$ cat src/rtl/seg_scan_driver.sv
// seg_scan_driver
// Time-multiplexed driver for a 4-digit common-anode seven-segment display
// with one shared segment bus. It takes the three digit patterns (hundreds,
// tens, ones) from the upstream decoder, plus a sign flag.
//
// Each frame is four slots of REFRESH_DIV cycles each, in the order ones,
// tens, hundreds, sign. Every slot opens with BLANK_CYCLES of all-anodes-off
// to suppress ghosting. All inputs are snapshotted once per frame, so a value
// that changes mid-scan never shows up mixed. Leading-zero blanking is
// optional.
//
// Ports:
//   clk        system clock, rising edge
//   rst_n      synchronous active-low reset
//   seg1       hundreds pattern, active-low {g,f,e,d,c,b,a}
//   seg2       tens pattern, same encoding
//   seg3       ones pattern, same encoding
//   sign       1 = show minus on the leftmost digit
//   blank_lz   1 = blank leading zeros (hundreds, then tens)
//   an         anode enables, active-low; an[0] = ones .. an[3] = sign
//   seg        shared segment bus, active-low
//   frame_tick one-cycle pulse at the end of each full 4-digit frame
module seg_scan_driver #(
  parameter int REFRESH_DIV  = 100000,
  parameter int BLANK_CYCLES = 1000
) (
  input  logic       clk,
  input  logic       rst_n,
  input  logic [6:0] seg1,
  input  logic [6:0] seg2,
  input  logic [6:0] seg3,
  input  logic       sign,
  input  logic       blank_lz,
  output logic [3:0] an,
  output logic [6:0] seg,
  output logic       frame_tick
);

  localparam int CW = (REFRESH_DIV > 2) ? $clog2(REFRESH_DIV) : 1;
  localparam logic [CW-1:0] CNT_LAST = CW'(REFRESH_DIV - 1);
  localparam logic [CW-1:0] GAP_END  = CW'(BLANK_CYCLES);

  localparam logic [6:0] PAT_ZERO  = 7'b1000000;
  localparam logic [6:0] PAT_MINUS = 7'b0111111;
  localparam logic [6:0] PAT_OFF   = '1;

  typedef enum logic [1:0] {
    DIG_ONES  = 2'd0,
    DIG_TENS  = 2'd1,
    DIG_HUNDS = 2'd2,
    DIG_SIGN  = 2'd3
  } digit_t;

  logic [CW-1:0] cnt;
  digit_t        idx;
  logic [6:0]    sh1;
  logic [6:0]    sh2;
  logic [6:0]    sh3;
  logic          sh_sign;
  logic          sh_lz;

  logic [6:0]    dig_pat;
  logic          dig_blank;

  // Pattern and blanking for the current slot, taken from the shadows only.
  always_comb begin
    dig_pat   = PAT_OFF;
    dig_blank = 1'b0;
    unique case (idx)
      DIG_ONES: begin
        dig_pat = sh3;
      end
      DIG_TENS: begin
        dig_pat   = sh2;
        dig_blank = sh_lz && (sh1 == PAT_ZERO) && (sh2 == PAT_ZERO);
      end
      DIG_HUNDS: begin
        dig_pat   = sh1;
        dig_blank = sh_lz && (sh1 == PAT_ZERO);
      end
      DIG_SIGN: begin
        dig_pat   = PAT_MINUS;
        dig_blank = !sh_sign;
      end
      default: begin
        dig_pat   = PAT_OFF;
        dig_blank = 1'b1;
      end
    endcase
  end

  always_ff @(posedge clk) begin
    if (!rst_n) begin
      cnt        <= '0;
      idx        <= DIG_ONES;
      sh1        <= '1;
      sh2        <= '1;
      sh3        <= '1;
      sh_sign    <= 1'b0;
      sh_lz      <= 1'b0;
      an         <= '1;
      seg        <= '1;
      frame_tick <= 1'b0;
    end else begin
      if (cnt == CNT_LAST) begin
        cnt <= '0;
        idx <= digit_t'(idx + 2'd1);
      end else begin
        cnt <= cnt + CW'(1);
      end

      // The snapshot edge always falls inside the gap, so the outputs on this
      // edge are blank whether they see the old shadows or the new ones.
      if ((cnt == '0) && (idx == DIG_ONES)) begin
        sh1     <= seg1;
        sh2     <= seg2;
        sh3     <= seg3;
        sh_sign <= sign;
        sh_lz   <= blank_lz;
      end

      frame_tick <= (cnt == CNT_LAST) && (idx == DIG_SIGN);

      if ((cnt < GAP_END) || dig_blank) begin
        an  <= '1;
        seg <= '1;
      end else begin
        an  <= ~(4'b0001 << idx);
        seg <= dig_pat;
      end
    end
  end

endmodule

$ cat config.mk
export PLATFORM = sky130hd
export DESIGN_NAME = seg_scan_driver
export DESIGN_NICKNAME = d
export VERILOG_FILES = /design/src/rtl/seg_scan_driver.sv
export SDC_FILE = /design/constraint.sdc
export NUM_CORES = 1
export LEC_CHECK = 0
export BUFFER_PORTS_ARGS = -buffer_cell sky130_fd_sc_hd__buf_2
export CAP_MARGIN = 10
export CORE_UTILIZATION = 56
export CTS_CLUSTER_DIAMETER = 150
export CTS_CLUSTER_SIZE = 28
export DETAILED_ROUTE_END_ITERATION = 16
export PLACE_DENSITY = 0.79
export SLEW_MARGIN = 40
export SYNTH_ARGS = -nofsm -noshare
export SYNTH_HDL_FRONTEND = slang
export SYNTH_SLANG_ARGS = --single-unit
$ cat constraint.sdc
create_clock -name clk -period 2.6 [get_ports clk]
set_input_delay 0.39 -clock clk [delete_from_list [all_inputs] [get_ports clk]]
set_output_delay 0.39 -clock clk [all_outputs]
set_load 0.02 [all_outputs]
==> flow_metrics.py <==
metrics = {
    "outcome": {
        "status": "finished, final reports clean",
    },
    "grt": {
        "antenna_found_initial": 0,
        "first_global_vias": 1891,
        "grt_pass1_wl_um": 8440,
        "overflow": 0,
        "grt.total_usage": 0.242,
        "grt_max_degree": 26,
    },
    "floorplan": {
        "die_area_mm2": 0.00462,
        "ios": 37,
        "start_util": 0.596,
        "die_w_um": 68.0,
        "placementRows": 23,
        "core_area_mm2": 0.00409,
        "die_y_um": 68.0,
    },
    "drt": {
        "vias": 2142,
        "viasPerCell": 5.95,
        "drc_errors": 0,
        "firstDrtPassIters": 5,
        "drt_wl_total_um": 5130,
        "ant_nets": 0,
        "drt_iter0_markers": 170,
        "wl_per_cell_um": 14.2,
    },
    "sta": {
        "rsz0062_at_grt": "no",
        "worst_clock_skew_ns": 0.0133,
        "worst_slack_ns": 0.540,
        "clock.fmax_mhz": 485,
        "fin_crit_sh": 0.792,
        "finalHoldViolCount": 0,
        "setup_tns_ns": 0,
        "setup_viol": 0,
        "drv_slew": 0,
        "max_slew_margin": 0.605,
        "worst_pin_slew_ns": 0.585,
        "period_needed_ns": 2.06,
    },
    "final_layout": {
        "area_growth_pct": 12.4,
        "layout.nets": 340,
        "drive_above_1_share": 0.177,
        "diodes": 0,
        "final_area_mm2": 0.00274,
        "n_fill_cell": 336,
    },
    "worst_setup_path": {
        "cp_max_fo": 24,
        "cp.required_ns": 2.83,
        "worstPathArrival_ns": 2.29,
        "cp-end-kind": "register",
        "critPathKind": "reg2reg",
        "cp-start-kind": "register",
    },
    "cts": {
        "cts_max_path_buffers": 2,
        "cts_made_buffers": 5,
        "clk_latency_ns": 0.31,
        "clk_pin_slew_ns": 0.11,
        "cts-root-buf": "clkbuf_8",
        "cts_max_level": 2,
        "cts_sinks": 54,
        "postCtsHoldBufs": 0,
        "cts_resized": 0,
        "tritoncts": "built",
        "postCtsSetupRepairBufs": 0,
    },
    "power_and_ir_drop": {
        "combPwrFrac": 0.099,
        "power_frac_clock": 0.348,
        "seqPwrFrac": 0.553,
        "p_sw_frac": 0.250,
        "power.leakage_uw": 0.000992,
        "power.internal_uw": 1240,
        "p_sw_uw": 416,
        "powerDensity_mw_per_mm2": 606,
        "ir_drop_mv": 0.421,
    },
    "yosys": {
        "synthesis.nets": 316,
        "yosysWarningCount": 0,
        "syn-instance-count": 285,
        "syn_avg_cell_area_um2": 8.55,
        "synth.distinct_cells": 37,
        "ys_ff_latch": 54,
        "synth_area_mm2": 0.00244,
        "ys_seq_area_frac": 0.444,
    },
    "placed_design": {
        "place_area_mm2": 0.00262,
        "port_buffers": 36,
        "dp.final_hpwl_um": 3570,
        "place_ws_ns": 0.572,
        "gp_congestion": 0.868,
    },
    "worst_hold_path": {
        "hp-class": "in2reg",
    },
    "run": {
        "cap_viol_max_count": 0,
    },
}
==> metal layers <==
| metal | routed length, µm | GRT usage | share of wire | vias to the layer above |
|---|---|---|---|---|
| met3 | 219 | 0.0433 | 0.043 | 14 |
| li1 | - | - | - | 1085 |
| met4 | 99 | 0.0938 | 0.019 | 0 |
| met1 | 2260 | 0.285 | 0.44 | 980 |
| met2 | 2550 | 0.429 | 0.50 | 63 |
| met5 | 0 | 0 | 0 | - |
==> layout by cell type (no fill, tap or decap), types with 3 or more instances in the layout <==
cell type / count
or2_2: 3
or3_1: 3
nand3_1: 28
nor2_1: 21
nor2b_1: 6
nand4_1: 27
buf_4: 4
nand2_1: 11
ha_1: 6
buf_2: 36
clkbuf_8: 5
a21oi_1: 7
a221oi_1: 6
dfxtp_1: 54
xnor2_1: 10
o21a_1: 7
nor4_1: 7
inv_1: 7
nor3_1: 4
xor2_1: 3
o21ai_0: 31
==> synth_stat cells <==
| library cell | n | share of area |
|---|---|---|
| nor4_2 | 1 | 0.0051 |
| xnor2_1 | 10 | 0.036 |
| o2111ai_1 | 2 | 0.0072 |
| nor4_1 | 7 | 0.018 |
| nand4_1 | 27 | 0.069 |
| a21o_1 | 1 | 0.0031 |
| o21ai_0 | 31 | 0.064 |
| nor4b_1 | 1 | 0.0036 |
| a21oi_1 | 7 | 0.014 |
| a41oi_1 | 1 | 0.0036 |
| nor2b_1 | 6 | 0.015 |
| o21a_1 | 7 | 0.022 |
| or3_1 | 3 | 0.0077 |
| nand2b_1 | 2 | 0.0051 |
| inv_1 | 7 | 0.011 |
| dfxtp_1 | 54 | 0.44 |
| and2_1 | 1 | 0.0026 |
| nand2_1 | 11 | 0.017 |
| mux2i_1 | 1 | 0.0041 |
| and3_1 | 1 | 0.0026 |
| or2_2 | 3 | 0.0077 |
| a22oi_1 | 1 | 0.0031 |
| clkbuf_2 | 3 | 0.0062 |
| or4_4 | 2 | 0.0092 |
| nand3_1 | 28 | 0.058 |
| xor2_1 | 3 | 0.011 |
| clkbuf_1 | 16 | 0.025 |
| ha_1 | 6 | 0.031 |
| buf_6 | 1 | 0.0046 |
| o31ai_1 | 1 | 0.0031 |
| buf_2 | 3 | 0.0062 |
| a221oi_1 | 6 | 0.022 |
| nor2_1 | 21 | 0.032 |
| and4b_1 | 1 | 0.0041 |
| and4_1 | 2 | 0.0072 |
| nor3_1 | 5 | 0.010 |
| or4_1 | 2 | 0.0062 |
==> power groups by stage <==
stage               Clock (µW)  Combinational, µW  Sequential, µW
floorplan                    0                122             920
global placement             0                160             935
detailed placement           0                164             936
CTS                        584                165             917
global route               606                190             924
finish                     577                164             918
==> through the flow <==
stage                      util  total power [µW]  hold slack, ns  instances
after floorplan               -              1040           0.428        285
after global placement    0.641              1090           0.456        352
after detailed placement  0.641              1100           0.470        352
after CTS                 0.670              1670           0.315        360
after global routing      0.670              1720           0.322        360
final                     0.670              1660           0.311        360
==> cell families after synthesis <==
family                   count (synthesis)  share of synthesized area
buffers and inverters                   30                     0.0524
AO/OA/AOI/OAI                           57                      0.141
multiplexers                             1                    0.00411
XOR/XNOR                                13                     0.0467
flip-flops                              54                      0.444
AND/OR/NAND/NOR                        124                      0.281
adder cells (fa/ha/maj)                  6                     0.0308
==> critical path: stages (launching register included) <==
cell and delay (ns):
dfxtp_1 0.35, or4_4 0.58, or4_4 0.57, o21a_1 0.34, o2111ai_1 0.14
==> final cells by class <==
| class | instances | area, µm² | area share |
|---|---|---|---|
| Tap cell | 50 | 62.6 | 0.0229 |
| Clock buffer | 5 | 68.8 | 0.0251 |
| Timing Repair Buffer | 40 | 210 | 0.0768 |
| Multi-Input combinational cell | 201 | 1240 | 0.453 |
| Clock inverter | 3 | 47.5 | 0.0174 |
| Sequential cell | 54 | 1080 | 0.395 |
| Inverter | 7 | 26.3 | 0.00960 |
==> flip-flops by register name, summed over array words and instances (netlist names) <==
name and count:
seg 7, sh1 7, sh2 7, sh_lz 1, an 4, sh3 7
cnt 17, sh_sign 1, idx 2, frame_tick 1
==> final timing paths <==
| kind | from | end | slack, ns | cells after the start |
|---|---|---|---|---|
| max | cnt[12] | an[3] | 0.54 | 4 |
| min reg2reg | cnt[0] | cnt[0] | 0.50 | 1 |
| min | seg3[4] | sh3[4] | 0.31 | 3 |
| max reg2reg | cnt[12] | an[3] | 0.54 | 4 |
Note: power is estimated with default switching activity, not from simulation.
